<file path="src/rtl/regfile.sv">
`default_nettype none
// ============================================================================
//  Module      : regfile
//  Description : 32 x 32-bit register file with two asynchronous read ports
//                and one synchronous write port. Register 0 reads as zero.
//  Revision    : 1.0  initial release
// ============================================================================
module regfile #(
    parameter int BYPASS = 0
) (
    input  logic        clock,
    input  logic        ctrl_reset_n,
    input  logic        ctrl_writeEnable,
    input  logic [4:0]  ctrl_writeRegister,
    input  logic [4:0]  ctrl_readRegA,
    input  logic [4:0]  ctrl_readRegB,
    input  logic [31:0] data_writeReg,
    output logic [31:0] data_readRegA,
    output logic [31:0] data_readRegB
);

    localparam int c_NREGS = 32;

    logic [c_NREGS-1:0] w_wr_dec;
    logic [31:0]        w_rd_in [0:c_NREGS-1];
    logic [31:0]        w_mux_a;
    logic [31:0]        w_mux_b;

    // One-hot write decode gated by the write strobe.
    assign w_wr_dec   = {{(c_NREGS-1){1'b0}}, ctrl_writeEnable} << ctrl_writeRegister;
    assign w_rd_in[0] = 32'h0;

    generate
        for (genvar i = 1; i < c_NREGS; i++) begin : g_reg
            logic [31:0] r_q;

            always_ff @(posedge clock or negedge ctrl_reset_n) begin
                if (!ctrl_reset_n) begin
                    r_q <= 32'h0;
                end else if (w_wr_dec[i]) begin
                    r_q <= data_writeReg;
                end
            end

            assign w_rd_in[i] = r_q;
        end
    endgenerate

    assign w_mux_a = w_rd_in[ctrl_readRegA];
    assign w_mux_b = w_rd_in[ctrl_readRegB];

    generate
        if (BYPASS != 0) begin : g_bypass
            logic w_hit_a;
            logic w_hit_b;

            // Index 0 never bypasses so r0 stays hardwired to zero.
            assign w_hit_a = ctrl_writeEnable && (ctrl_writeRegister == ctrl_readRegA)
                             && (ctrl_readRegA != 5'd0);
            assign w_hit_b = ctrl_writeEnable && (ctrl_writeRegister == ctrl_readRegB)
                             && (ctrl_readRegB != 5'd0);

            assign data_readRegA = w_hit_a ? data_writeReg : w_mux_a;
            assign data_readRegB = w_hit_b ? data_writeReg : w_mux_b;
        end else begin : g_no_bypass
            assign data_readRegA = w_mux_a;
            assign data_readRegB = w_mux_b;
        end
    endgenerate

endmodule
`default_nettype wire

</file>
<file path="config.mk">
export PLATFORM = sky130hd
export DESIGN_NAME = regfile
export DESIGN_NICKNAME = d
export VERILOG_FILES = /design/src/rtl/regfile.sv
export SDC_FILE = /design/constraint.sdc
export NUM_CORES = 2
export LEC_CHECK = 0
export ABC_CLOCK_PERIOD_IN_PS = 2700
export CAP_MARGIN = 25
export CORE_ASPECT_RATIO = 1.5
export CORE_MARGIN = 4
export CORE_UTILIZATION = 54
export CTS_CLUSTER_DIAMETER = 100
export DETAILED_ROUTE_END_ITERATION = 10
export GPL_ROUTABILITY_DRIVEN = 1
export PLACE_DENSITY = 0.71
export SYNTH_ARGS = -nofsm -noshare
export SYNTH_HDL_FRONTEND = slang
export SYNTH_SLANG_ARGS = --single-unit
export TNS_END_PERCENT = 30
</file>
<file path="constraint.sdc">
create_clock -name clock -period 2.7 [get_ports clock]
set_input_delay 0.405 -clock clock [delete_from_list [all_inputs] [get_ports clock]]
set_output_delay 0.405 -clock clock [all_outputs]
set_load 0.02 [all_outputs]
</file>
==> run summary <==
Peak VDD IR = 0.650 mV
root buffer cell = clkbuf_16
max reg flops = 992
crit path time final = 2.89 ns
chip width = 265 µm
ratio of final minimum period to clock period = 1.07
Nets = 3,978
Cell Count, Final, Fillers Out = 5,290
tightest hold margin = 0.204 ns
Yosys top cell by area = dfrtp_1
CTS sink cnt = 992
clk_skew = 0 ns
Fillers = 6,709
reg2reg start = g_reg[23].r_q[10]$_DFFE_PN0P_
simple-gate share of the synthesized area = 0.0183
final wirelength = 179 mm
wire per inst = 33.8 µm
crit-path cells = buf_6 -> mux4_2 -> a22o_1 -> o21ai_4 -> o31ai_4 -> buf_12
Async S/R FF share, synth = 1.00
Final Core Density = 0.656
Slew headroom = 0.268
DRC = 0
syn nets = 3,689
Critical Path Source = g_reg[31].r_q[10]$_DFFE_PN0P_
io pins = 114
clock-pin transition on the worst setup and hold timing paths = 0.06 ns
core outline area = 0.0976 mm²
via count = 37,300
Die ar. = 0.104 mm²
Setup CP Type = reg -> out
Biggest register = g.r_q
dpl cells = 5,085
Post-Synth XOR/XNOR Area = 0
sequential-to-total area share from yosys stat = 0.465
CP Launch Type = flop
mux cell area share after synthesis = 0.415
Initial Utilization = 0.547
Longest Clk Path Bufs = 3
static leakage = 28.1 nW
TritonCTS Buffers = 99
Clk Latency, worst-skew pair = 0.71 ns
Final WS setup = -0.193 ns
Final TNS setup = -4.78 ns
synthesized cell area = 0.0533 mm²
gpl congestion = 0.892
H-Tree Depth = 3
fraction of layout cells with a size suffix above 1 = 0.557
biggest registers after layout = g.r_q x992
slowest CP cell = mux4_2
maximum clock rate = 346 MHz
Adder-Cell Fraction of Synth Area = 0
setup violators final = 55
CP bufs+invs = 2
first-pass GRT wire length = 266 mm
crit-path max FO = 2
iteration count of the initial detailed-routing pass = 6
syn avg cell area = 14.7 µm²
grt total ovfl = 0
Row Count = 140
final number of hold-violating endpoints = 0
Post-DRT Antenna Nets = 0
largest family of logic cells by synthesized area = multiplexers
count leader, synth = dfrtp_1
dpl hpwl = 120 mm
Req. time, crit path = 2.30 ns
unrepaired setup endpoints after global routing = true
Hold/Removal Path Class = in -> async
top cells by area, synth = dfrtp_1 (47%), mux2_2 (20%), mux4_2 (16%), a22o_1 (3.1%), mux2i_1 (3.0%)
GR Util All Layers = 0.344
Post-synth top cells = dfrtp_1 (992), mux2_2 (965), mux4_2 (384), clkbuf_1 (200), a22o_1 (191)
vias in the first global route = 40,200
Die Y = 393 µm
top_reg_cell synth = dfrtp_1
initial antenna violation count = 2
Slew @ Worst Pin = 1.09 ns
violated checks = negative setup slack
PD cells = 709 mW/mm²
CTS tree = yes
number of vias per cell = 7.05
Yosys cell types = 32
Crit path largest cell delay = 0.45 ns
number of synthesized flops with an enable pin = 0
Port Buffers = 113
Gate Count Post-Synth = 3,639
initial DRC count = 3,385
CP endpoint kind = primary output
max-slew violation count = 0
status = finished with violations
Yosys Warn Count = 0
#FFs+latches synth = 992
maxcap violations = 0
Yosys top cell area share = 0.465
Synth Area in Compound Gates = 0.0629
Syn-to-layout area delta = 20.1%
CP top delay family = compound AO/OA/AOI/OAI gates
dpl ws = -0.644 ns
Arr. time, crit path = 2.49 ns
largest net degree at the start of global routing = 136
[metal layers]
layer	wire length, µm	global-route usage
met3	15300	0.0671
met2	87700	0.570
met4	13500	0.217
met1	62300	0.417
met5	0	0
[power by group]
group | total, mW | internal, mW | switching, mW
clock network | 14.6 | 8.38 | 6.17
registers | 20.1 | 17.8 | 2.29
logic | 10.8 | 6.26 | 4.51
[timing repair]
item	CTS	global route
gates cloned	2	0
hold buffers	1	0
hold endpoints to repair	89	0
setup buffers	13	24
gates resized for setup	365	74
endpoints found under the setup margin	64	64
pin swaps	88	45
[path summary, 6_finish.rpt]
kind	slack, ns	endpoint	depth (start not counted)
max in group asynchronous	1.40	g_reg[7].r_q[0]$_DFFE_PN0P_	3
worst max-delay path	-0.19	data_readRegB[10]	6
worst min register to register	0.51	g_reg[28].r_q[21]$_DFFE_PN0P_	1
min in group clock	0.51	g_reg[28].r_q[21]$_DFFE_PN0P_	1
worst min-delay path	0.20	g_reg[28].r_q[23]$_DFFE_PN0P_	2
worst max register to register	1.72	g_reg[23].r_q[10]$_DFFE_PN0P_	3
[kinds of logic (layout without fill, tap and decap cells)]
family	after synthesis	count (layout)
compound gates	447	447
buf+inv	409	778
flops	992	992
mux	1601	1601
other cells	0	4
simple gates	190	190
[worst reg2reg max path: stages, from the launching register on]
cell and delay [ns]:
dfrtp_1 0.39, buf_6 0.12, buf_4 0.12, mux2_2 0.25
[final cells by class]
cell class              count  area, µm²  share of cell area
clock inverters            42        583             0.00911
repair buffers            595       6650               0.104
multi-input cells        2238      27500               0.430
inverters                   2       7.51            0.000117
diodes                      4       10.0            0.000156
clock buffers             139       2830              0.0442
well taps                1278       1600              0.0250
flip-flops and latches    992      24800               0.388
[cells in the final DEF, fill, tap and decap left out, types with 5 or more instances in the layout]
cell type / instances
clkbuf_16: 101
nor2_4: 14
clkdlybuf4s50_1: 38
dfrtp_1: 992
nand2_2: 13
o31ai_2: 30
o31ai_1: 7
o21ai_1: 10
mux2_2: 965
clkinv_8: 5
buf_2: 6
o21ai_2: 45
o22ai_1: 64
a22o_1: 191
o21ai_4: 9
buf_12: 134
and3_1: 32
buf_4: 348
clkbuf_1: 20
bufinv_16: 11
clkinv_2: 20
mux2_1: 90
buf_6: 50
mux4_2: 384
mux2i_1: 161
clkbuf_8: 20
nor2b_4: 6
buf_16: 7
a211oi_2: 8
and2_1: 32
o31ai_4: 27
a211oi_1: 56
nand2_1: 67
[stage by stage]
stage,instance area (µm²),power (mW)
finish,64000,45.4
global route,64000,47.1
CTS,63700,45.3
detailed placement,59400,30.5
global placement,59400,29.7
floorplan,53300,26.5
No activity file was read; power rests on OpenSTA's default activity.
